`src/rtl/delay_line.sv`:
```
// Enable-gated pipeline of DEPTH registered stages, each carrying WIDTH data bits and a valid bit,
// with flush, a running occupancy count and an optional output tap (enabled by DELAY_LINE_TAP_EN).
module delay_line #(
  parameter int WIDTH = 8,
  parameter int DEPTH = 4
) (
  input  logic                       clk,
  input  logic                       rst,
  input  logic                       en,
  input  logic [WIDTH-1:0]           din,
  input  logic                       din_valid,
  input  logic                       flush,
  input  logic [$clog2(DEPTH)-1:0]   tap_sel,
  output logic [WIDTH-1:0]           dout,
  output logic                       dout_valid,
  output logic [$clog2(DEPTH+1)-1:0] count,
  output logic                       full,
  output logic                       empty
);

  localparam int SW = $clog2(DEPTH);
  localparam int CW = $clog2(DEPTH+1);

  logic [WIDTH-1:0] data_tap [DEPTH];
  logic [DEPTH-1:0] valid_tap;
  logic [WIDTH-1:0] stage_din [DEPTH];
  logic [DEPTH-1:0] stage_vin;
  logic [CW-1:0]    count_reg;
  logic [CW-1:0]    count_next;

  assign stage_din[0] = din;
  assign stage_vin[0] = din_valid;

  genvar gi;
  generate
    for (gi = 1; gi < DEPTH; gi++) begin : g_chain
      assign stage_din[gi] = data_tap[gi-1];
      assign stage_vin[gi] = valid_tap[gi-1];
    end

    for (gi = 0; gi < DEPTH; gi++) begin : g_stage
      logic [WIDTH-1:0] data_reg;
      logic             valid_reg;

      // Flush clears only the valid bits; data keeps its last value.
      always_ff @(posedge clk) begin
        if (rst) begin
          data_reg  <= '0;
          valid_reg <= 1'b0;
        end else if (flush) begin
          valid_reg <= 1'b0;
        end else if (en) begin
          data_reg  <= stage_din[gi];
          valid_reg <= stage_vin[gi];
        end
      end

      assign data_tap[gi]  = data_reg;
      assign valid_tap[gi] = valid_reg;
    end
  endgenerate

  // Occupancy is tracked incrementally: +1 for a valid sample in, -1 for a valid sample out.
  always_comb begin
    count_next = count_reg;
    if (en) begin
      count_next = count_reg + CW'(din_valid) - CW'(valid_tap[DEPTH-1]);
    end
  end

  always_ff @(posedge clk) begin
    if (rst) begin
      count_reg <= '0;
    end else if (flush) begin
      count_reg <= '0;
    end else begin
      count_reg <= count_next;
    end
  end

  assign count = count_reg;
  assign full  = (count_reg == CW'(DEPTH));
  assign empty = (count_reg == '0);

`ifdef DELAY_LINE_TAP_EN
  logic [SW-1:0] sel_idx;

  // Out-of-range selects (non-power-of-two DEPTH) fall back to the last stage.
  always_comb begin
    sel_idx = tap_sel;
    if (tap_sel > SW'(DEPTH-1)) begin
      sel_idx = SW'(DEPTH-1);
    end
  end

  assign dout       = data_tap[sel_idx];
  assign dout_valid = valid_tap[sel_idx];
`else
  logic unused_tap_sel;

  assign unused_tap_sel = ^tap_sel;
  assign dout           = data_tap[DEPTH-1];
  assign dout_valid     = valid_tap[DEPTH-1];
`endif

endmodule

```
`config.mk`:
```
export PLATFORM = sky130hd
export DESIGN_NAME = delay_line
export DESIGN_NICKNAME = d
export VERILOG_FILES = /design/src/rtl/delay_line.sv
export SDC_FILE = /design/constraint.sdc
export NUM_CORES = 1
export LEC_CHECK = 0
export CAP_MARGIN = 10
export CORE_ASPECT_RATIO = 1.25
export CORE_UTILIZATION = 53
export DETAILED_ROUTE_END_ITERATION = 12
export PLACE_DENSITY_LB_ADDON = 0.1
export SYNTH_ARGS = -nofsm -noshare
export SYNTH_HDL_FRONTEND = slang
export SYNTH_SLANG_ARGS = --single-unit
```
`constraint.sdc`:
```
create_clock -name clk -period 2.95 [get_ports clk]
set_clock_uncertainty 0.05 [all_clocks]
set_input_delay 0.295 -clock clk [delete_from_list [all_inputs] [get_ports clk]]
set_output_delay 0.295 -clock clk [all_outputs]
set_load 0.005 [all_outputs]
```
==> impl_metrics.prom, run 1 <==
# TYPE chip_impl_metric gauge
chip_impl_metric{name="gp_congestion",unit=""} 0.7282
chip_impl_metric{name="hold_path_depth",unit=""} 2
chip_impl_info{name="worst_hold_startpoint",value="g_stage[1].data_reg[3]"} 1
chip_impl_metric{name="synth_seq_cells",unit=""} 39
chip_impl_metric{name="synth-warning-count",unit=""} 0
chip_impl_metric{name="fin_crit",unit="ns"} 2.060
chip_impl_metric{name="ctsLongestPathBuffers",unit=""} 2
chip_impl_info{name="netlist_top_cells_area",value="sky130_fd_sc_hd__dfxtp_1, sky130_fd_sc_hd__nand2_1, sky130_fd_sc_hd__a21oi_1, sky130_fd_sc_hd__mux2i_1, sky130_fd_sc_hd__buf_2"} 1
chip_impl_metric{name="setup_viol_count_final",unit=""} 0
chip_impl_metric{name="vias",unit=""} 1170
chip_impl_info{name="reg2reg_from",value="count[0]"} 1
chip_impl_metric{name="leakage",unit="nW"} 0.6294
chip_impl_metric{name="post_synth.cell_area_avg",unit="µm²"} 8.254
chip_impl_metric{name="setup_tns",unit="ns"} 0
chip_impl_metric{name="floorplan.initialDensity",unit=""} 0.5805
chip_impl_metric{name="final_antenna_net_count",unit=""} 0
chip_impl_metric{name="worst-r2r-setup-slack",unit="ns"} 0.89
chip_impl_metric{name="dr.pass1.iters",unit=""} 4
chip_impl_metric{name="max_slew.worst_pin.slew",unit="ns"} 0.5733
chip_impl_info{name="worst_setup_start_kind",value="flop"} 1
chip_impl_metric{name="max-slew-margin-rel",unit=""} 0.6178
chip_impl_metric{name="grt_use_total",unit=""} 0.1883
chip_impl_metric{name="netlist_area",unit="µm²"} 1453
chip_impl_metric{name="pin_count_of_the_biggest_net_entering_global_routing",unit=""} 33
chip_impl_metric{name="detailedRoute.firstIterationViolations",unit=""} 26
chip_impl_metric{name="cts.htree.levels",unit=""} 2
chip_impl_metric{name="port_buffers",unit=""} 26
chip_impl_metric{name="yosys.cell_types.count",unit=""} 20
chip_impl_info{name="status",value="completed"} 1
chip_impl_metric{name="dp.final_hpwl",unit="µm"} 1571
chip_impl_metric{name="utilization",unit=""} 0.7090
chip_impl_metric{name="antenna_found_initial",unit=""} 0
chip_impl_metric{name="final.fill_count",unit=""} 229
chip_impl_metric{name="postCtsSetupRepairBufs",unit=""} 0
chip_impl_info{name="crit_path_end_kind",value="flop"} 1
chip_impl_metric{name="die-area",unit="µm²"} 2955
chip_impl_metric{name="worst-endpoint-required",unit="ns"} 3.13
chip_impl_metric{name="post_drt_wl_per_cell",unit="µm"} 10.16
chip_impl_metric{name="pwr_density_cell",unit="nW/µm²"} 507.6
chip_impl_metric{name="syn_to_final_growth",unit="%"} 22.14
chip_impl_metric{name="crit_path_max_fo",unit=""} 5
chip_impl_metric{name="sequential_element_share_of_the_synthesized_area",unit=""} 0.5375
chip_impl_metric{name="tritoncts.num_buffers",unit=""} 5
chip_impl_info{name="min_delay_worst_endpoint",value="g_stage[2].data_reg[3]"} 1
chip_impl_metric{name="max_clock_freq",unit="MHz"} 485.4
chip_impl_metric{name="nNetsFinal",unit=""} 216
chip_impl_metric{name="wl",unit="µm"} 2358
chip_impl_metric{name="tritoncts_num_sinks",unit=""} 39
chip_impl_metric{name="layout_worst_path_cycle_share",unit=""} 0.6984
chip_impl_info{name="worst_hold_path_type",value="reg -> reg"} 1
chip_impl_metric{name="slew_violations",unit=""} 0
chip_impl_metric{name="post_cts.resized_instances",unit=""} 0
chip_impl_metric{name="fp.dieH",unit="µm"} 60.53
chip_impl_info{name="synth_area_leader_cell",value="sky130_fd_sc_hd__dfxtp_1"} 1
chip_impl_metric{name="post_cts_hold_buffer_count",unit=""} 0
chip_impl_metric{name="clkTransAtPathRegs",unit="ns"} 0.10
chip_impl_metric{name="die_x",unit="µm"} 48.83
chip_impl_metric{name="detail_route.vias_per_cell",unit=""} 5.043
chip_impl_metric{name="rows",unit=""} 20
chip_impl_metric{name="number_of_flip_flops_in_the_largest_register",unit=""} 24
chip_impl_metric{name="grt_overflow",unit=""} 0
chip_impl_metric{name="vdd_drop_max",unit="mV"} 0.3089
chip_impl_metric{name="synthDominantCellAreaShare",unit=""} 0.5375
chip_impl_metric{name="grt_pass1_wl",unit="µm"} 4071
chip_impl_metric{name="timing_hold_violations_final",unit=""} 0
chip_impl_metric{name="core_region_area",unit="µm²"} 2502
chip_impl_info{name="worstSetupPathType",value="reg -> reg"} 1
chip_impl_metric{name="cp.arrival",unit="ns"} 2.24
chip_impl_metric{name="drv_cap",unit=""} 0
chip_impl_info{name="clock_tree.root_cell",value="sky130_fd_sc_hd__clkbuf_4"} 1
chip_impl_metric{name="synthesis.instances",unit=""} 176
chip_impl_metric{name="drt_drc_violations_left",unit=""} 0
chip_impl_info{name="critPathLaunch",value="count[0]"} 1
chip_impl_info{name="grt_setup_unrepaired",value="false"} 1
chip_impl_info{name="worst_r2r_endpoint",value="count[2]"} 1
chip_impl_info{name="cts_tree",value="done"} 1
chip_impl_metric{name="vias_in_the_first_global_route",unit=""} 939
chip_impl_metric{name="postSynthNetCount",unit=""} 194
chip_impl_metric{name="total_inserted_antenna_cells",unit=""} 0
chip_impl_metric{name="clk_latency",unit="ns"} 0.33
chip_impl_metric{name="timing.reg2reg.worst_path_depth",unit=""} 9
chip_impl_metric{name="layout-drive-gt1-share",unit=""} 0.06030
chip_impl_metric{name="floorplan.io_pins",unit=""} 29
[per-stage QoR]
step / setup WS [ns] / power, mW / instances / cell area (µm²) / hold WS [ns]
global route: 0.7224 / 0.9459 / 232 / 1774 / 0.4225
global placement: 0.9481 / 0.6166 / 224 / 1705 / 0.3876
floorplan: 1.071 / 0.5939 / 176 / 1453 / 0.3802
detailed placement: 0.8726 / 0.6202 / 224 / 1705 / 0.3933
CTS: 0.8813 / 0.9155 / 232 / 1774 / 0.4091
finish: 0.8897 / 0.9006 / 232 / 1774 / 0.4034
[cell type report]
cell class / instances / area (µm²) / share of cell area
clock buffer: 8 / 68.82 / 0.03879
inverter: 4 / 15.01 / 0.008463
sequential: 39 / 780.7 / 0.4401
timing repair buffer: 28 / 275.3 / 0.1551
multi-input combinational: 120 / 593.1 / 0.3343
tap: 33 / 41.29 / 0.02327
[synth_stat cells]
master and count:
sky130_fd_sc_hd__nor2_1 7, sky130_fd_sc_hd__or2_1 1, sky130_fd_sc_hd__buf_6 1, sky130_fd_sc_hd__inv_1 4
sky130_fd_sc_hd__a31o_1 1, sky130_fd_sc_hd__mux2i_1 5, sky130_fd_sc_hd__nand2_1 64, sky130_fd_sc_hd__clkbuf_1 4
sky130_fd_sc_hd__a211oi_2 1, sky130_fd_sc_hd__clkbuf_2 1, sky130_fd_sc_hd__dfxtp_1 39, sky130_fd_sc_hd__fa_1 1
sky130_fd_sc_hd__a211oi_1 1, sky130_fd_sc_hd__a21oi_1 32, sky130_fd_sc_hd__xor2_1 1, sky130_fd_sc_hd__nand2b_2 1
sky130_fd_sc_hd__ha_1 2, sky130_fd_sc_hd__buf_2 7, sky130_fd_sc_hd__nor2b_1 1, sky130_fd_sc_hd__nor3_1 2
[how the worst max path moves through the flow]
stage,depth (start not counted),end,slack (ns)
6_report,9,count[2],0.89
5_1_grt,9,count[2],0.72
4_1_cts,9,count[2],0.88
3_5_place_dp,7,count[2],0.87
3_3_place_gp,7,count[2],0.95
2_1_floorplan,9,count[2],1.07
[kinds of logic (layout without fill, tap and decap cells)]
group           after synthesis  count (layout)  share of synthesized area
simple gates                 76              76                     0.2050
mux                           5               5                    0.03445
flops                        39              39                     0.5375
xor+xnor                      1               1                   0.006030
fa+ha+maj                     3               3                    0.03101
compound gates               35              35                     0.1301
buf+inv                      17              40                    0.05597
[power breakdown]
part           switching (mW)  internal (mW)  total, mW
Clock                   0.152          0.140      0.293
Combinational          0.0354         0.0315     0.0669
Sequential            0.00559          0.535      0.541
[per-layer routing]
layer | part of all wire | vias to the layer above | global-route usage
met3 | 0.066 | 2 | 0.07018
met5 | 0 | - | 0
li1 | - | 607 | -
met1 | 0.47 | 521 | 0.2352
met4 | 0.0072 | 0 | 0.1134
met2 | 0.46 | 40 | 0.2798
[layout by cell type, fill, tap and decap left out, drive strengths merged]
master	netlist	final
a211oi	2	2
a21oi	32	32
a31o	1	1
buf	8	2
clkbuf	5	8
clkdlybuf4s50	0	26
dfxtp	39	39
fa	1	1
ha	2	2
inv	4	4
mux2i	5	5
nand2	64	64
nand2b	1	1
nor2	7	7
nor2b	1	1
nor3	2	2
or2	1	1
xor2	1	1
[worst max-delay path: stages (launching register included)]
cell                       delay, ns
sky130_fd_sc_hd__dfxtp_1        0.43
sky130_fd_sc_hd__inv_1          0.07
sky130_fd_sc_hd__ha_1           0.27
sky130_fd_sc_hd__inv_1          0.06
sky130_fd_sc_hd__ha_1           0.13
sky130_fd_sc_hd__inv_1          0.05
sky130_fd_sc_hd__fa_1           0.37
sky130_fd_sc_hd__xor2_1         0.23
sky130_fd_sc_hd__a211oi_2       0.11
sky130_fd_sc_hd__a31o_1         0.21
Power figures use the tool's default switching activity.
==> run 2: changes to the inputs <==
- CORE_UTILIZATION: 53 -> 49
- clock period: 2.95 -> 2.1 ns (I/O delays scaled with it)
==> run 2 against run 1 <==
Flip-flop and latch count stayed put. Via count is 1.9% lower. Clock power is 69% higher. Sequential power is 41% higher. Core utilization is 5.5 points lower. Routed wire length is 2.0% higher. Die area is 7.9% higher.
==> impl_metrics.prom, run 2 (same netlist as run 1, synthesis figures left out) <==
# TYPE chip_impl_metric gauge
chip_impl_info{name="status",value="completed"} 1
chip_impl_metric{name="dp.final_hpwl",unit="µm"} 1550
chip_impl_metric{name="cp.arrival",unit="ns"} 2.16
chip_impl_metric{name="grt_pass1_wl",unit="µm"} 4298
chip_impl_metric{name="pwr_density_cell",unit="nW/µm²"} 749.2
chip_impl_metric{name="fin_crit",unit="ns"} 1.912
chip_impl_metric{name="dr.pass1.iters",unit=""} 4
chip_impl_metric{name="die-area",unit="µm²"} 3188
chip_impl_metric{name="setup_viol_count_final",unit=""} 0
chip_impl_metric{name="vias_in_the_first_global_route",unit=""} 1002
chip_impl_metric{name="port_buffers",unit=""} 26
chip_impl_metric{name="instances_no_fill",unit=""} 234
chip_impl_metric{name="drt_drc_violations_left",unit=""} 0
chip_impl_metric{name="crit_path_max_fo",unit=""} 5
chip_impl_metric{name="wl",unit="µm"} 2405
chip_impl_info{name="grt_setup_unrepaired",value="false"} 1
chip_impl_metric{name="rows",unit=""} 21
chip_impl_metric{name="tritoncts_num_sinks",unit=""} 39
chip_impl_metric{name="timing_hold_violations_final",unit=""} 0
chip_impl_metric{name="layout-drive-gt1-share",unit=""} 0.08000
chip_impl_metric{name="worst-endpoint-required",unit="ns"} 2.34
chip_impl_metric{name="gp_congestion",unit=""} 0.7513
chip_impl_metric{name="vdd_drop_max",unit="mV"} 0.6013
chip_impl_info{name="mostFrequentLayoutCell",value="sky130_fd_sc_hd__nand2_1"} 1
chip_impl_info{name="critPathMostFrequentCell",value="sky130_fd_sc_hd__inv_1"} 1
chip_impl_metric{name="dp.cells",unit=""} 226
chip_impl_metric{name="final_design_area_no_fill",unit="µm²"} 1804
chip_impl_metric{name="detail_route.vias_per_cell",unit=""} 4.906
chip_impl_metric{name="cp_slowest_stage_delay",unit="ns"} 0.40
chip_impl_info{name="worst_hold_path_type",value="in -> reg"} 1
chip_impl_info{name="cts_tree",value="done"} 1
chip_impl_metric{name="clk_latency",unit="ns"} 0.35
chip_impl_metric{name="clkTransAtPathRegs",unit="ns"} 0.12
chip_impl_metric{name="max_clock_freq",unit="MHz"} 523.1
chip_impl_metric{name="layout_worst_path_cycle_share",unit=""} 0.9104
chip_impl_metric{name="floorplan.io_pins",unit=""} 29
chip_impl_metric{name="syn_to_final_growth",unit="%"} 24.20
chip_impl_info{name="clock_tree.root_cell",value="sky130_fd_sc_hd__clkbuf_4"} 1
chip_impl_metric{name="number_of_flip_flops_in_the_largest_register",unit=""} 24
chip_impl_metric{name="antenna_found_initial",unit=""} 0
chip_impl_metric{name="detailedRoute.firstIterationViolations",unit=""} 27
chip_impl_metric{name="ctsLongestPathBuffers",unit=""} 2
chip_impl_info{name="critical_path.cell_chain",value="inv_1 > ha_1 > inv_1 > ha_1 > inv_1 > fa_1 > xor2_2 > a211oi_2 > a31o_1"} 1
chip_impl_info{name="worst_setup_start_kind",value="flop"} 1
chip_impl_metric{name="post_drt_wl_per_cell",unit="µm"} 10.28
chip_impl_info{name="worstSetupPathType",value="reg -> reg"} 1
chip_impl_metric{name="vias",unit=""} 1148
chip_impl_metric{name="setup_tns",unit="ns"} 0
chip_impl_metric{name="nNetsFinal",unit=""} 217
chip_impl_metric{name="floorplan.initialDensity",unit=""} 0.5265
chip_impl_info{name="crit_path_end_kind",value="flop"} 1
chip_impl_info{name="layout_common_cells",value="sky130_fd_sc_hd__nand2_1, sky130_fd_sc_hd__dfxtp_1, sky130_fd_sc_hd__a21oi_1"} 1
chip_impl_metric{name="leakage",unit="nW"} 0.6411
chip_impl_metric{name="slew_violations",unit=""} 0
chip_impl_metric{name="max-slew-margin-rel",unit=""} 0.6127
chip_impl_metric{name="tritoncts.num_buffers",unit=""} 5
chip_impl_metric{name="fp.dieH",unit="µm"} 62.88
chip_impl_metric{name="detailed_place.area",unit="µm²"} 1714
chip_impl_metric{name="grt_use_total",unit=""} 0.1791
chip_impl_info{name="slowest_stage",value="sky130_fd_sc_hd__fa_1"} 1
chip_impl_metric{name="total_inserted_antenna_cells",unit=""} 0
chip_impl_metric{name="max_slew.worst_pin.slew",unit="ns"} 0.5810
chip_impl_metric{name="die_x",unit="µm"} 50.70
chip_impl_metric{name="final_antenna_net_count",unit=""} 0
chip_impl_metric{name="worst-r2r-setup-slack",unit="ns"} 0.19
chip_impl_metric{name="grt_overflow",unit=""} 0
chip_impl_metric{name="drv_cap",unit=""} 0
chip_impl_metric{name="pin_count_of_the_biggest_net_entering_global_routing",unit=""} 33
chip_impl_metric{name="core_region_area",unit="µm²"} 2759
chip_impl_metric{name="cts.htree.levels",unit=""} 2
==> run 2: cell count changes in the layout (fill, tap and decap cells not counted) <==
| cell | before | now |
|---|---|---|
| sky130_fd_sc_hd__buf_4 | 2 | 3 |
| sky130_fd_sc_hd__clkinv_4 | 0 | 1 |
| sky130_fd_sc_hd__clkbuf_1 | 1 | 0 |
| sky130_fd_sc_hd__xor2_2 | 0 | 1 |
| sky130_fd_sc_hd__clkbuf_8 | 2 | 0 |
| sky130_fd_sc_hd__dfxtp_2 | 0 | 1 |
| sky130_fd_sc_hd__bufinv_16 | 0 | 1 |
| sky130_fd_sc_hd__dfxtp_1 | 39 | 38 |
| sky130_fd_sc_hd__clkinv_2 | 0 | 1 |
| sky130_fd_sc_hd__xor2_1 | 1 | 0 |
==> run 2: worst paths after layout <==
check,startpoint,end,depth (start not counted)
worst max-delay path,count[0],count[2],9
worst max register to register,count[0],count[2],9
worst min-delay path,din[4],g_stage[0].data_reg[4],3
worst min register to register,g_stage[0].data_reg[6],g_stage[1].data_reg[6],2
==> run 2: final cells by class <==
class | instances | area [µm²]
sequential | 39 | 782.0
clock inverter | 3 | 43.79
multi-input combinational | 120 | 600.6
fill | 255 | 954.7
timing repair buffer | 29 | 282.8
inverter | 4 | 15.01
tap | 34 | 42.54
clock buffer | 5 | 37.54
==> run 2: report_power, final <==
| group | switching (mW) | internal [mW] | leakage [nW] |
|---|---|---|---|
| Combinational | 0.0507 | 0.0457 | 0.280 |
| Sequential | 0.00798 | 0.753 | 0.316 |
| Clock | 0.244 | 0.250 | 0.0452 |
| Total | 0.303 | 1.05 | 0.641 |
==> run 2: per-layer routing <==
metal  vias to the layer above  track usage  wire length, µm
met2                        31       0.2600             1069
met3                         4      0.07299              124
met4                         0      0.06250               31
met1                       506       0.2377             1179
met5                         -            0                0
li1                        607            -                -
==> run 2: what timing repair did <==
item,4_1_cts,5_1_grt
endpoints found under the setup margin,0,1
resized for setup,0,2
buffers inserted,0,0
hold buffers,0,0
==> run 2: worst max-delay path: cells and delay by family, from the launching register on <==
| kind | cells | cell delay, ns |
|---|---|---|
| flops | 1 | 0.38 |
| buf+inv | 3 | 0.15 |
| compound gates | 2 | 0.33 |
| fa+ha+maj | 3 | 0.79 |
| xor+xnor | 1 | 0.17 |
==> run 2: per-stage QoR <==
step	power [mW]	util	hold WS (ns)	worst slack, ns
after floorplan	0.8343	-	0.2952	0.2210
after detailed placement	0.8720	0.6213	0.3916	0.1339
after CTS	1.366	0.6508	0.3341	0.1177
final	1.352	0.6540	0.3395	0.1882
after global placement	0.8684	0.6213	0.3899	0.1906
after global routing	1.415	0.6540	0.3427	0.05060
==> RTL change: new RTL, flow settings as in run 1 <==
Register the output `count` once more, cleared by the reset; this adds one clock of latency there. The other outputs are not delayed to match.
--- a/src/rtl/delay_line.sv
+++ b/src/rtl/delay_line.sv
@@ -78,7 +78,13 @@
     end
   end
 
-  assign count = count_reg;
+  always_ff @(posedge clk) begin
+    if (rst) begin
+      count <= '0;
+    end else begin
+      count <= count_reg;
+    end
+  end
   assign full  = (count_reg == CW'(DEPTH));
   assign empty = (count_reg == '0);
 
Behaviour: not the same (Yosys sat finds a counterexample within 4 cycles, from zero or initial values and one cycle with rst high).
==> RTL change against run 1 <==
- sequential share of layout area increased by 1.6 points
- global-route usage increased by 1.8 points
- wire length is 15% higher
- power is 4.5% higher
- synthesized cell count is 3.4% higher
- sequential power increased by 7.8%
- area after synthesis is 5.9% higher
- sequential cell count rose by 3
- worst setup slack got worse by 0.034 ns
- fmax fell by 1.6%
- final area grew 4.0%
- highest routed layer unchanged
==> RTL change: results (changes against run 1) <==
- Result of the run: completed
- The met3 global-route usage came to 8.09% (+1.1 points).
* Routed wire length: 2.70 mm (+15%)
* DPL Wire Length: 1.80 mm (+14%)
- Slowest cell delay on critical path: 0.40 ns (-0.03 ns)
- The CTS clock-pin slew for the worst setup and hold paths is 0.12 ns (+0.02 ns).
- The top fanout value on the critical path came to 4 (-1).
* Wire length of the first global-routing pass: 4.81 mm (+18%)
- By area the synthesized netlist is led by sky130_fd_sc_hd__dfxtp_1, sky130_fd_sc_hd__nand2_1, sky130_fd_sc_hd__a21oi_1, sky130_fd_sc_hd__mux2i_1, sky130_fd_sc_hd__nor2_1.
* Total track usage: 20.6% (+1.8 points)
- The total internal power was 0.000724 W (+2.4%).
- Met1 usage in global routing: 22.8% (-0.71 points)
* Top cells by count, synth: sky130_fd_sc_hd__nand2_1, sky130_fd_sc_hd__dfxtp_1, sky130_fd_sc_hd__a21oi_1, sky130_fd_sc_hd__nor2_1, sky130_fd_sc_hd__mux2i_1
* Ratio of routed vias to standard cells: 5.15 (+2.0%)
- The mean cell area of the mapped netlist came to 8.45 µm² (+2.4%).
- Synthesized net count: 200 (+3.1%)
- Via count of the first global-routing pass: 1,159 (+23%)
- Placement-stage worst setup slack: 0.849 ns (-0.0239 ns)
- Sequential share of the synthesized area: 54.7% (+0.93 points)
- The leakage power total came to 0.659 nW (+4.8%).
- The met2 layer usage reported by global route is 32.8% (+4.9 points).
- Layout cell share with drive strength beyond 1: 5.83% (-0.20 points)
- The number of cells after detailed placement came to 232 (+3.6%).
- Nets: 223 (+3.2%)
- The actual transition at the worst max-transition pin came to 0.477 ns (-0.0964 ns).
- The final weighted congestion in routability-driven placement is 0.742 (+1.8%).
- Maximum vdd ir drop: 0.000452 V (+46%)
- The number of DRC markers in iteration 0 came to 21 (-19%).
- The endpoint arrival time on the critical path was 2.30 ns (+0.06 ns).
-- RTL change: cell count changes after synthesis, sizes merged --
cell,change
buf,+1
clkbuf,-1
dfxtp,+3
nor2,+2
nor2b,+1
-- RTL change: power groups by stage --
stage / logic [W] / registers [W] / clock network (W)
global route: 0.0000759 / 0.000584 / 0.000326
CTS: 0.0000692 / 0.000583 / 0.000298
floorplan: 0.0000443 / 0.000594 / 0
global placement: 0.0000657 / 0.000595 / 0
detailed placement: 0.0000690 / 0.000595 / 0
finish: 0.0000687 / 0.000583 / 0.000290
-- RTL change: area by class of cell --
| cell class | count | area, µm² |
|---|---|---|
| clock buffer | 7 | 55.1 |
| clock inverter | 1 | 5.00 |
| fill | 240 | 861 |
| inverter | 4 | 15.0 |
| multi-input combinational | 123 | 604 |
| sequential | 42 | 841 |
| tap | 34 | 42.5 |
| timing repair buffer | 29 | 283 |
-- RTL change: layer usage --
layer  up-vias  part of all wire (%)
li1        626                     -
met1       575                    43
met2        25                    49
met3         9                   4.1
met4         0                   3.2
met5         -                     0
-- RTL change: kinds of logic after synthesis --
family	synth area share [%]
DFF	54.7
muxes	3.25
xor gates and xnor gates	0.570
adders and majority gates	2.93
AOI/OAI and AO/OA	12.3
and+or+nand+nor	20.1
buffers and inverters	6.18
-- RTL change: worst paths after layout --
| check | slack (ns) | startpoint | to |
|---|---|---|---|
| max | 0.86 | count_reg[0] | count_reg[2] |
| min | 0.41 | g_stage[2].data_reg[2] | dout[2] |
| max reg2reg | 0.86 | count_reg[0] | count_reg[2] |
| min reg2reg | 0.41 | g_stage[2].data_reg[2] | dout[2] |
-- RTL change: per-stage QoR --
step	hold WS (ns)	area, µm²
after floorplan	0.378	1540
after global placement	0.385	1790
after detailed placement	0.394	1790
after CTS	0.408	1850
after global routing	0.414	1850
final	0.405	1850
